### src/rtl/zdos_trap_if.sv
// Z80 bus signals seen by the DOS trap: address and fetch strobes.
// master drives (Z80 side), slave observes (zdos_trap).
interface zdos_trap_if;
    logic [15:0] za;
    logic        m1_n;
    logic        mreq_n;
    logic        rd_n;

    modport master (
        output za,
        output m1_n,
        output mreq_n,
        output rd_n
    );

    modport slave (
        input za,
        input m1_n,
        input mreq_n,
        input rd_n
    );
endinterface

### src/rtl/zdos_trap.sv
// DOS entry/exit trap: watches Z80 M1 fetches and pulses DOS on/off requests.
// Ports: fclk, rst_n, z80 (za/m1_n/mreq_n/rd_n), rom48_sel, trap_en, dos,
//        dos_turn_on, dos_turn_off, fetch_cnt.
module zdos_trap #(
    parameter int         FILT      = 2,
    parameter logic [7:0] TRAP_PAGE = 8'h3D
) (
    input  logic        fclk,
    input  logic        rst_n,
    zdos_trap_if.slave  z80,
    input  logic        rom48_sel,
    input  logic        trap_en,
    input  logic        dos,
    output logic        dos_turn_on,
    output logic        dos_turn_off,
    output logic [7:0]  fetch_cnt
);

    localparam logic [2:0] FILT_C = 3'(FILT);

    typedef enum logic [1:0] {
        IDLE,
        DECIDE,
        WAIT_END
    } state_t;

    state_t     state;
    state_t     state_d;

    logic [1:0] m1_q;
    logic [1:0] mreq_q;
    logic [1:0] rd_q;
    logic       fetch_s;
    logic [2:0] filt_cnt;
    logic       fetch_ok;
    logic       on_d;
    logic       off_d;
    logic       cnt_inc;

    // Two-flop synchronisers, preset to the inactive (high) level.
    always_ff @(posedge fclk or negedge rst_n) begin
        if (!rst_n) begin
            m1_q   <= 2'b11;
            mreq_q <= 2'b11;
            rd_q   <= 2'b11;
        end else begin
            m1_q   <= {m1_q[0], z80.m1_n};
            mreq_q <= {mreq_q[0], z80.mreq_n};
            rd_q   <= {rd_q[0], z80.rd_n};
        end
    end

    assign fetch_s = ~m1_q[1] & ~mreq_q[1] & ~rd_q[1];

    always_ff @(posedge fclk or negedge rst_n) begin
        if (!rst_n) begin
            filt_cnt <= 3'd0;
        end else if (!fetch_s) begin
            filt_cnt <= 3'd0;
        end else if (filt_cnt != FILT_C) begin
            filt_cnt <= filt_cnt + 3'd1;
        end
    end

    assign fetch_ok = (filt_cnt == FILT_C);

    // The decision is computed on the edge that enters DECIDE, so the
    // registered pulse occupies exactly the DECIDE cycle. za is stable
    // by then (address leads MREQ), so it is used directly.
    always_comb begin
        state_d = state;
        on_d    = 1'b0;
        off_d   = 1'b0;
        cnt_inc = 1'b0;
        unique case (state)
            IDLE: begin
                if (fetch_ok) begin
                    state_d = DECIDE;
                    cnt_inc = 1'b1;
                    if (!dos && trap_en && rom48_sel &&
                        z80.za[15:8] == TRAP_PAGE) begin
                        on_d = 1'b1;
                    end else if (dos && z80.za[15:14] != 2'b00) begin
                        off_d = 1'b1;
                    end
                end
            end
            DECIDE: begin
                state_d = WAIT_END;
            end
            WAIT_END: begin
                if (!fetch_s) begin
                    state_d = IDLE;
                end
            end
            default: begin
                state_d = IDLE;
            end
        endcase
    end

    always_ff @(posedge fclk or negedge rst_n) begin
        if (!rst_n) begin
            state        <= IDLE;
            dos_turn_on  <= 1'b0;
            dos_turn_off <= 1'b0;
            fetch_cnt    <= 8'd0;
        end else begin
            state        <= state_d;
            dos_turn_on  <= on_d;
            dos_turn_off <= off_d;
            if (cnt_inc) begin
                fetch_cnt <= fetch_cnt + 8'd1;
            end
        end
    end

endmodule

### src/flat_wrapper.sv
// flat-port wrapper written by rule: the top's interface ports become plain ports
module zdos_trap_flat 
#(
    parameter int         FILT      = 2,
    parameter logic [7:0] TRAP_PAGE = 8'h3D
)
  (fclk, rst_n, rom48_sel, trap_en, dos, dos_turn_on, dos_turn_off, fetch_cnt, z80_za, z80_m1_n, z80_mreq_n, z80_rd_n);
  zdos_trap_if z80_i ();
  input  logic fclk;
  input  logic rst_n;
  input  logic rom48_sel;
  input  logic trap_en;
  input  logic dos;
  output logic dos_turn_on;
  output logic dos_turn_off;
  output logic [7:0] fetch_cnt;
  input wire logic [$bits(z80_i.za)-1:0] z80_za;
  input wire logic [$bits(z80_i.m1_n)-1:0] z80_m1_n;
  input wire logic [$bits(z80_i.mreq_n)-1:0] z80_mreq_n;
  input wire logic [$bits(z80_i.rd_n)-1:0] z80_rd_n;
  assign z80_i.za = z80_za;
  assign z80_i.m1_n = z80_m1_n;
  assign z80_i.mreq_n = z80_mreq_n;
  assign z80_i.rd_n = z80_rd_n;
  zdos_trap #(.FILT(FILT), .TRAP_PAGE(TRAP_PAGE)) u_core (.fclk(fclk), .rst_n(rst_n), .z80(z80_i), .rom48_sel(rom48_sel), .trap_en(trap_en), .dos(dos), .dos_turn_on(dos_turn_on), .dos_turn_off(dos_turn_off), .fetch_cnt(fetch_cnt));
endmodule
### config.mk
export PLATFORM = sky130hd
export DESIGN_NAME = zdos_trap_flat
export DESIGN_NICKNAME = d
export VERILOG_FILES = /design/src/rtl/zdos_trap_if.sv /design/src/rtl/zdos_trap.sv /design/src/flat_wrapper.sv
export SDC_FILE = /design/constraint.sdc
export NUM_CORES = 1
export LEC_CHECK = 0
export CORE_UTILIZATION = 44
export DETAILED_ROUTE_END_ITERATION = 8
export PLACE_DENSITY = 0.78
export SETUP_SLACK_MARGIN = 0.05
export SLEW_MARGIN = 10
export SYNTH_ARGS = -nofsm -noshare
export SYNTH_HDL_FRONTEND = slang
export SYNTH_SLANG_ARGS = --single-unit
### constraint.sdc
create_clock -name fclk -period 2.4 [get_ports fclk]
set_input_delay 0.36 -clock fclk [delete_from_list [all_inputs] [get_ports fclk]]
set_output_delay 0.36 -clock fclk [all_outputs]
set_load 0.02 [all_outputs]
==> impl_results.md, run 1 <==
* Post-Syn Nets at 88
* P_int at 0.000510 W
* IO Count at 34
* CTS-repair resized insts at 0
* Minimum clock period at 1750 ps
* Die area at 2120 µm²
* Overflow after GRT at 0
* Reg2Reg Depth at 4
* Ys async rst share at 100%
* RSZ-0062 raised after global routing: false
* Outcome: complete, no violations
* Sequential fraction of design power at 59.1%
* Post-synth EDFFs at 0
* Synth top area cells: dfrtp_1, dfstp_2, xnor2_1
* Biggest area consumer among synthesized cells: dfrtp_1
* Cts bufs inserted at 3
* Most common cell after layout, fill and taps aside: clkdlybuf4s50_1
* Setup CP Type: flop to flop
* Logic pwr share at 17.3%
* Hold path cells at 0
* Area Growth Syn to Fin at 35.8%
* Critical path endpoint category: flop
* Cell Rows at 15
* Sw Share at 24.9%
* Nature of the critical path startpoint: flop
* Relative slew slack at 55.7%
* Worst Hold Path EP: u_core.rd_q[1]$_DFF_PN1_
* Share of layout cells above drive strength 1 at 17.8%
* Max-Cap Viols at 0
* # Post-CTS Setup Buffers at 0
* Req. time, crit path at 2590 ps
* DR WL/cell at 11.7 µm
* Nets at 118
* Reg2reg start: u_core.filt_cnt[0]$_DFFE_PN0P_
* CTS max path bufs at 2
* Via density at 4.84
* Core ar. at 1760 µm²
* Seq/Total Area, Yosys at 62.6%
* Post-synth top flop: dfrtp_1
* Starting Density at 48.3%
* Placed inst area at 1130 µm²
* Distinct cells, synth at 23
* Synth Cell Area at 852 µm²
* RD Place Congestion at 0.696
* Sum Neg Setup Slack at 0 ps
* Port Buffers at 25
* F_max at 571 MHz
* Ys Warns at 0
* Power Dens Cells at 587 nW/µm²
* Util after Layout at 65.6%
* Hpwl dp at 1030 µm
* Most frequent cells in the layout: clkdlybuf4s50_1, dfrtp_1, xnor2_1
* Post-route design area at 1160 µm²
* Diodes inserted at 0
* NetSw at 0.000169 W
* Worst-case clock skew at 0.813 ps
* Fin Hold WS at 363 ps
* Clock power frac at 23.5%
* Die Span Y at 46.0 µm
* Tot Pwr at 0.000679 W
* Mapped Cells at 61
* CTS tree: built
* Final Setup Violations at 0
* Lkg Pwr at 0.507 nW
* Post-Syn Area per Cell at 14.0 µm²
* Reg2reg setup slack at 650 ps
* CTS Hold Buffers Added at 0
* DRT antenna net count at 0
* Critical R2R Capture: u_core.fetch_cnt[1]$_DFFE_PN0P_
* Final Hold Viols at 0
* Slew Limit Fails at 0
* Initial antenna violation count at 0
* Total track usage at 14.7%
* DRC Markers at 0
* Clk_lat worst skew at 290 ps
* Least-Margin Pin Slew at 662 ps
* WL final at 1340 µm
* Vias at 557
* Die width at 46.0 µm
* First-pass GRT wire length at 2130 µm
* Post-synth top area share at 44.1%
* Worst Hold Class: flop to flop
* Crit path DAT at 1940 ps
* Crit-path max FO at 11
* CTS HTree Levels at 1
* Worst vdd ir at 0.394 mV
* Largest net degree at the start of global routing at 22
* Worst hold path startpoint: u_core.rd_q[0]$_DFF_PN1_
* Register bit total from synthesis at 21
* Iter 0 DRT Violations at 6
* CTS sink cnt at 21
* CTS clk-pin slew, worst paths at 110 ps
* CTS Root Cell: clkbuf_4
* Detailed Routing Iterations Pass 1 at 2
* Tcrit/Tclk final at 72.9%
* Vias in the first global route at 524
## layer usage
layer / part of all wire [%] / wire length [µm] / GRT usage [%]
met5: 0 / 0 / 0
met4: 1.4 / 19 / 8.82
met3: 6.3 / 85 / 4.37
met2: 52 / 700 / 22.8
met1: 40 / 536 / 17.9
## how the worst max path moves through the flow
stage / depth (start not counted) / endpoint / startpoint
after floorplan: 6 / u_core.fetch_cnt[5]$_DFFE_PN0P_ / u_core.filt_cnt[0]$_DFFE_PN0P_
after global placement: 4 / u_core.fetch_cnt[1]$_DFFE_PN0P_ / u_core.filt_cnt[0]$_DFFE_PN0P_
after detailed placement: 4 / u_core.fetch_cnt[1]$_DFFE_PN0P_ / u_core.filt_cnt[0]$_DFFE_PN0P_
after CTS: 4 / u_core.fetch_cnt[1]$_DFFE_PN0P_ / u_core.filt_cnt[0]$_DFFE_PN0P_
after global routing: 4 / u_core.fetch_cnt[1]$_DFFE_PN0P_ / u_core.filt_cnt[0]$_DFFE_PN0P_
final: 4 / u_core.fetch_cnt[1]$_DFFE_PN0P_ / u_core.filt_cnt[0]$_DFFE_PN0P_
## area by class of cell
type                    count  area (µm²)
clock inverters             1        5.00
multi-input cells          37         300
well taps                  25        31.3
inverters                   2        7.51
clock buffers               3        22.5
repair buffers             26         258
flip-flops and latches     21         533
fillers                   145         607
## stage by stage
stage | setup slack, ps | cells
6_report | 649 | 115
5_1_grt | 541 | 115
4_1_cts | 612 | 115
3_5_place_dp | 635 | 111
3_3_place_gp | 670 | 111
2_1_floorplan | 1020 | 61
## logic make-up (layout without fill, tap and decap cells)
family,Yosys count,in the layout,synth area share (%)
flops,21,21,62.6
fa+ha+maj,3,3,4.41
simple gates,21,21,17.5
compound gates,3,3,2.64
buf+inv,3,32,2.20
xor+xnor,8,8,8.22
mux,2,2,2.50
## critical path, cell delays in order, from the launching register on
cell and delay, ps:
dfrtp_1 420, inv_1 70, ha_1 180, nor4b_4 570
mux2_2 400
## flip-flops by register name (all words and copies together), names as in the netlist
register and count:
u_core.rd_q 2, u_core.dos_turn_off 1, u_core.fetch_cnt 8, u_core.filt_cnt 3, u_core.state 2, u_core.mreq_q 2
u_core.dos_turn_on 1, u_core.m1_q 2
## synth_stat cells, drive strengths merged, types with 2 or more instances
cell	instances
ha	3
inv	2
nor2	4
dfstp	6
xnor2	7
nand2	3
nand4	4
and3	3
dfrtp	15
## power groups by stage
stage	Combinational [W]	Clock, W	Sequential (W)
global route	0.000128	0.000185	0.000405
CTS	0.000120	0.000169	0.000401
detailed placement	0.000120	0	0.000407
finish	0.000118	0.000160	0.000402
global placement	0.000114	0	0.000406
floorplan	0.0000256	0	0.000425
No activity file was read; power rests on OpenSTA's default activity.
==> run 2: changes to the inputs <==
CORE_UTILIZATION = 37   (was 44)
PLACE_DENSITY = 0.7   (was 0.78)
clock period = 1.4 ns   (was 2.4 ns; I/O delays follow)
==> impl_results.md, run 2 (same netlist as run 1, synthesis figures left out) <==
* Core ar. at 2190 µm² (+24%)
* Reg2Reg Depth at 6 (+2)
* Nature of the critical path startpoint: flop
* Most frequent cells in the layout: clkdlybuf4s50_1, dfrtp_1, dlygate4sd2_1
* Failing checks: negative setup slack
* Lkg Pwr at 0.612 nW (+21%)
* Total track usage at 14.8% (+0.10 points)
* Starting Density at 38.9% (-9.4 points)
* Initial antenna violation count at 0 (unchanged)
* Reg2reg start: u_core.filt_cnt[0]$_DFFE_PN0P_
* Post-route design area at 1240 µm² (+7.1%)
* Sequential fraction of design power at 58.4% (-0.7 points)
* Power Dens Cells at 949 nW/µm² (+62%)
* DR WL/cell at 12.3 µm (+5.6%)
* CTS HTree Levels at 1 (unchanged)
* Cell Rows at 17 (+2)
* WL final at 1570 µm (+17%)
* DRC Markers at 0 (unchanged)
* Largest registers: u_core.fetch_cnt (8), u_core.filt_cnt (3)
* Relative slew slack at 81.7% (+26 points)
* Max-Cap Viols at 0 (unchanged)
* Critical Path Source: u_core.filt_cnt[0]$_DFFE_PN0P_
* Worst Hold Class: input pin to asynchronous set/reset pin
* Minimum clock period at 1490 ps (-258 ps)
* Logic pwr share at 17.4% (about the same)
* Slew Limit Fails at 0 (unchanged)
* Req. time, crit path at 1590 ps (-1000 ps)
* Clock power frac at 24.3% (+0.8 points)
* Final Hold Viols at 0 (unchanged)
* Vias in the first global route at 669 (+28%)
* Die area at 2500 µm² (+18%)
* RD Place Congestion at 0.694 (-0.33%)
* Least-Margin Pin Slew at 274 ps (-388 ps)
* Placed inst area at 1170 µm² (+3.9%)
* Port Buffers at 25 (unchanged)
* Nets at 127 (+7.6%)
* # placed instances at 119 (+7.2%)
* RSZ-0062 raised after global routing: true
* Crit path DAT at 1680 ps (-260 ps)
* Hpwl dp at 1160 µm (+12%)
* Iter 0 DRT Violations at 5 (-1)
* Cts bufs inserted at 3 (unchanged)
* Detailed Routing Iterations Pass 1 at 4 (+2)
* Critical path endpoint category: flop
* Tot Pwr at 0.00118 W (+73%)
* Area Growth Syn to Fin at 45.5%
* Sw Share at 25.7% (+0.83 points)
* Register name with the most flops: u_core.fetch_cnt
* P_int at 0.000874 W (+71%)
* Pre-CTS WS at -107 ps (-742 ps)
* Clk_lat worst skew at 290 ps (about the same)
* Post-Layout Cell Count at 127 (+10%)
* Outcome: complete, but fails checks
* Max reg flops at 8 (unchanged)
* CTS Hold Buffers Added at 0 (unchanged)
* Crit-path max FO at 6 (-5)
* F_max at 670 MHz (+17%)
* CTS max path bufs at 2 (unchanged)
* Die width at 50.0 µm (+8.7%)
* Worst setup margin at -92.7 ps (-742 ps)
* CTS Root Cell: clkbuf_4
* DRT antenna net count at 0 (unchanged)
* Vias at 595 (+6.8%)
* Critical R2R Capture: u_core.fetch_cnt[7]$_DFFE_PN0P_
* Worst vdd ir at 0.608 mV (+54%)
* Share of layout cells above drive strength 1 at 26.3% (+8.5 points)
* Via density at 4.69 (-3.3%)
* Final Setup Violations at 5 (+5)
* Worst-case clock skew at 1.64 ps (+0.828 ps)
* CTS sink cnt at 21 (unchanged)
* IO Count at 34 (unchanged)
* Diodes inserted at 0 (unchanged)
* Filler instances at 192 (+32%)
* Sum Neg Setup Slack at -393 ps (-393 ps)
* Largest net degree at the start of global routing at 22 (unchanged)
* Setup CP Type: flop to flop
* First-pass GRT wire length at 2760 µm (+29%)
* CTS tree: built
* Reg2reg setup slack at -90 ps (-740 ps)
* CTS clk-pin slew, worst paths at 110 ps (about the same)
* Tcrit/Tclk final at 107% (+34 points)
* Die Span Y at 50.0 µm (+8.7%)
* NetSw at 0.000303 W (+79%)
* Overflow after GRT at 0 (unchanged)
## run 2: layer usage
layer | vias up | global-route usage, % | wire, µm
met5 | - | 0 | 0
met4 | 0 | 5.71 | 8
met3 | 2 | 4.63 | 126
met2 | 21 | 25.8 | 782
met1 | 286 | 16.6 | 649
li1 | 286 | - | -
## run 2: timing repair
item / CTS / global route
pin swaps: 4 / 0
endpoints found under the setup margin: 18 / 10
resized for setup: 14 / 1
hold endpoints to repair: 0 / 0
setup buffers: 3 / 1
## run 2: how the worst max path moves through the flow
| stage | to | slack (ps) |
|---|---|---|
| floorplan | u_core.fetch_cnt[5]$_DFFE_PN0P_ | 20 |
| global placement | u_core.dos_turn_on$_DFF_PN0_ | -100 |
| detailed placement | u_core.dos_turn_on$_DFF_PN0_ | -110 |
| CTS | u_core.fetch_cnt[6]$_DFFE_PN0P_ | -60 |
| global route | u_core.fetch_cnt[6]$_DFFE_PN0P_ | -220 |
| finish | u_core.fetch_cnt[7]$_DFFE_PN0P_ | -90 |
## run 2: critical path, cell delays in order (launching register included)
cell     delay [ps]
dfrtp_1         400
inv_1            70
ha_2            180
nor4b_4         260
buf_4           200
nand4_1         120
xnor2_1         160
## run 2: cell type report
class / instances / area, µm² / share of cell area, %
tap: 28 / 35.0 / 2.83
sequential: 21 / 533 / 43.0
multi-input combinational: 37 / 318 / 25.6
inverter: 2 / 7.51 / 0.605
timing repair buffer: 35 / 320 / 25.8
clock buffer: 4 / 26.3 / 2.12
## run 2: metrics by stage
stage	hold slack (ps)	util, %
CTS	253	56.1
detailed placement	349	53.6
floorplan	-85.6	-
global route	286	56.6
global placement	346	53.6
finish	250	56.6
## run 2: power groups by stage
stage	clock, W	combinational [W]	sequential (W)
finish	0.000286	0.000204	0.000687
detailed placement	0	0.000211	0.000702
global placement	0	0.000201	0.000697
global route	0.000312	0.000220	0.000694
floorplan	0	0.0000441	0.000728
CTS	0.000290	0.000205	0.000690
==> run 3: changes to the inputs <==
CORE_UTILIZATION = 30   (was 37)
PLACE_DENSITY = 0.58   (was 0.7)
==> impl_results.md, run 3 (same netlist as run 1, synthesis figures left out) <==
* Outcome: complete, no violations
* CTS clk-pin slew, worst paths at 110 ps (about the same)
* Crit path DAT at 1580 ps (-100 ps)
* Register name with the most flops: u_core.fetch_cnt
* Minimum clock period at 1380 ps (-108 ps)
* Cell Rows at 18 (+1)
* First-pass GRT wire length at 2490 µm (-9.8%)
* Req. time, crit path at 1590 ps (about the same)
* Die width at 55.3 µm (+11%)
* Starting Density at 32.9% (-6.0 points)
* Nets at 128 (+0.79%)
* Clock power frac at 24.0% (-0.3 points)
* Worst vdd ir at 0.649 mV (+6.7%)
* Placed inst area at 1200 µm² (+2.1%)
* Slew Limit Fails at 0 (unchanged)
* CTS tree: built
* Fin Hold WS at 235 ps (-15.5 ps)
* Detailed Routing Iterations Pass 1 at 3 (-1)
* Filler instances at 230 (+20%)
* CTS max path bufs at 2 (unchanged)
* Sequential fraction of design power at 58.8% (+0.4 points)
* Total track usage at 10.6% (-4.2 points)
* Worst-case clock skew at 1.83 ps (+0.194 ps)
* Core ar. at 2590 µm² (+18%)
* F_max at 722 MHz (+7.8%)
* Setup CP Type: flop to flop
* Area Growth Syn to Fin at 47.7%
* Most frequent cells in the layout: clkdlybuf4s50_1, dfrtp_1, dlygate4sd2_1
* Relative slew slack at 82.9% (+1.3 points)
* NetSw at 0.000296 W (-2.3%)
* CTS HTree Levels at 1 (unchanged)
* Hpwl dp at 1130 µm (-2.3%)
* Final Setup Violations at 0 (-5)
* Post-route design area at 1260 µm² (+1.5%)
* Sum Neg Setup Slack at 0 ps (+393 ps)
* IO Count at 34 (unchanged)
* Largest net degree at the start of global routing at 22 (unchanged)
* Iter 0 DRT Violations at 3 (-2)
* Tcrit/Tclk final at 98.9% (-7.7 points)
* Overflow after GRT at 0 (unchanged)
* Share of layout cells above drive strength 1 at 28.0% (+1.7 points)
* Port Buffers at 25 (unchanged)
* DR WL/cell at 11.3 µm (-8.4%)
* Largest registers: u_core.fetch_cnt (8), u_core.filt_cnt (3)
* Die Span Y at 55.3 µm (+11%)
* Power Dens Cells at 926 nW/µm² (-2.5%)
* CTS Root Cell: clkbuf_4
* Cts bufs inserted at 3 (unchanged)
* WL final at 1470 µm (-6.2%)
* Max-Cap Viols at 0 (unchanged)
* Final Hold Viols at 0 (unchanged)
* Least-Margin Pin Slew at 256 ps (-17.6 ps)
* RSZ-0062 raised after global routing: true
* Via density at 4.63 (-1.2%)
* Clk_lat worst skew at 290 ps (about the same)
* RD Place Congestion at 0.693 (about the same)
* DRT antenna net count at 0 (unchanged)
* Sw Share at 25.4% (-0.33 points)
* Diodes inserted at 0 (unchanged)
* Worst Hold Class: input pin to asynchronous set/reset pin
* Vias at 602 (+1.2%)
* Logic pwr share at 17.2% (-0.2 points)
* Vias in the first global route at 623 (-6.9%)
* Die area at 3060 µm² (+22%)
* Nature of the critical path startpoint: flop
* CTS sink cnt at 21 (unchanged)
* DRC Markers at 0 (unchanged)
* P_int at 0.000869 W (-0.59%)
* Max reg flops at 8 (unchanged)
* Lkg Pwr at 0.620 nW (+1.4%)
* Critical path endpoint category: flop
* Crit-path max FO at 7 (+1)
* Initial antenna violation count at 0 (unchanged)
run 3: cell type report:
cell class / count / area, µm² / share of cell area (%)
Multi-Input combinational cell: 37 / 325 / 25.8
Timing Repair Buffer: 36 / 328 / 26.0
Inverter: 2 / 7.51 / 0.596
Sequential cell: 21 / 533 / 42.3
Clock buffer: 3 / 22.5 / 1.79
Tap cell: 30 / 37.5 / 2.98
Clock inverter: 1 / 5.00 / 0.398
run 3: per-stage QoR:
stage	utilization (%)	setup WS (ps)	cells	total power (W)
CTS	47.3	-43.3	129	0.00119
floorplan	-	20.8	61	0.000772
global route	48.6	-49.2	130	0.00124
detailed placement	46.3	-99.7	124	0.000903
global placement	46.3	-101	124	0.000898
finish	48.6	15.2	130	0.00117
run 3: layer usage:
layer | vias up | wire length, µm | global-route usage (%)
met2 | 20 | 722 | 17.9
met5 | - | 0 | 0
met4 | 0 | 27 | 7.50
met3 | 2 | 85 | 2.58
met1 | 294 | 632 | 11.6
li1 | 286 | - | -
run 3: worst paths after layout:
check / start / to / slack, ps / cells past startpoint
setup / recovery: u_core.filt_cnt[0]$_DFFE_PN0P_ / u_core.fetch_cnt[1]$_DFFE_PN0P_ / 20 / 5
hold / removal: rst_n / u_core.filt_cnt[2]$_DFFE_PN0P_ / 230 / 2
setup reg to reg: u_core.filt_cnt[0]$_DFFE_PN0P_ / u_core.fetch_cnt[1]$_DFFE_PN0P_ / 20 / 5
hold reg to reg: u_core.m1_q[0]$_DFF_PN1_ / u_core.m1_q[1]$_DFF_PN1_ / 360 / 0
max in group asynchronous: rst_n / u_core.mreq_q[0]$_DFF_PN1_ / 900 / 2
min in group fclk: z80_m1_n / u_core.m1_q[0]$_DFF_PN1_ / 300 / 1
run 3: timing repair:
action,CTS,global route
gates resized for setup,11,5
hold buffers,0,0
cloned,0,0
pin swaps,6,3
setup endpoints to repair,19,9
buffers inserted,2,2
run 3: power by group through the flow:
stage               clock (W)  sequential [W]  combinational [W]
finish               0.000280        0.000684           0.000201
detailed placement          0        0.000697           0.000206
global placement            0        0.000696           0.000202
CTS                  0.000302        0.000685           0.000199
floorplan                   0        0.000728          0.0000441
global route         0.000329        0.000693           0.000218
run 3: critical path: stages (launching register included):
cell     delay [ps]
dfrtp_1         400
inv_2            70
ha_4            120
nor4b_4         220
buf_6           170
mux2_4          290
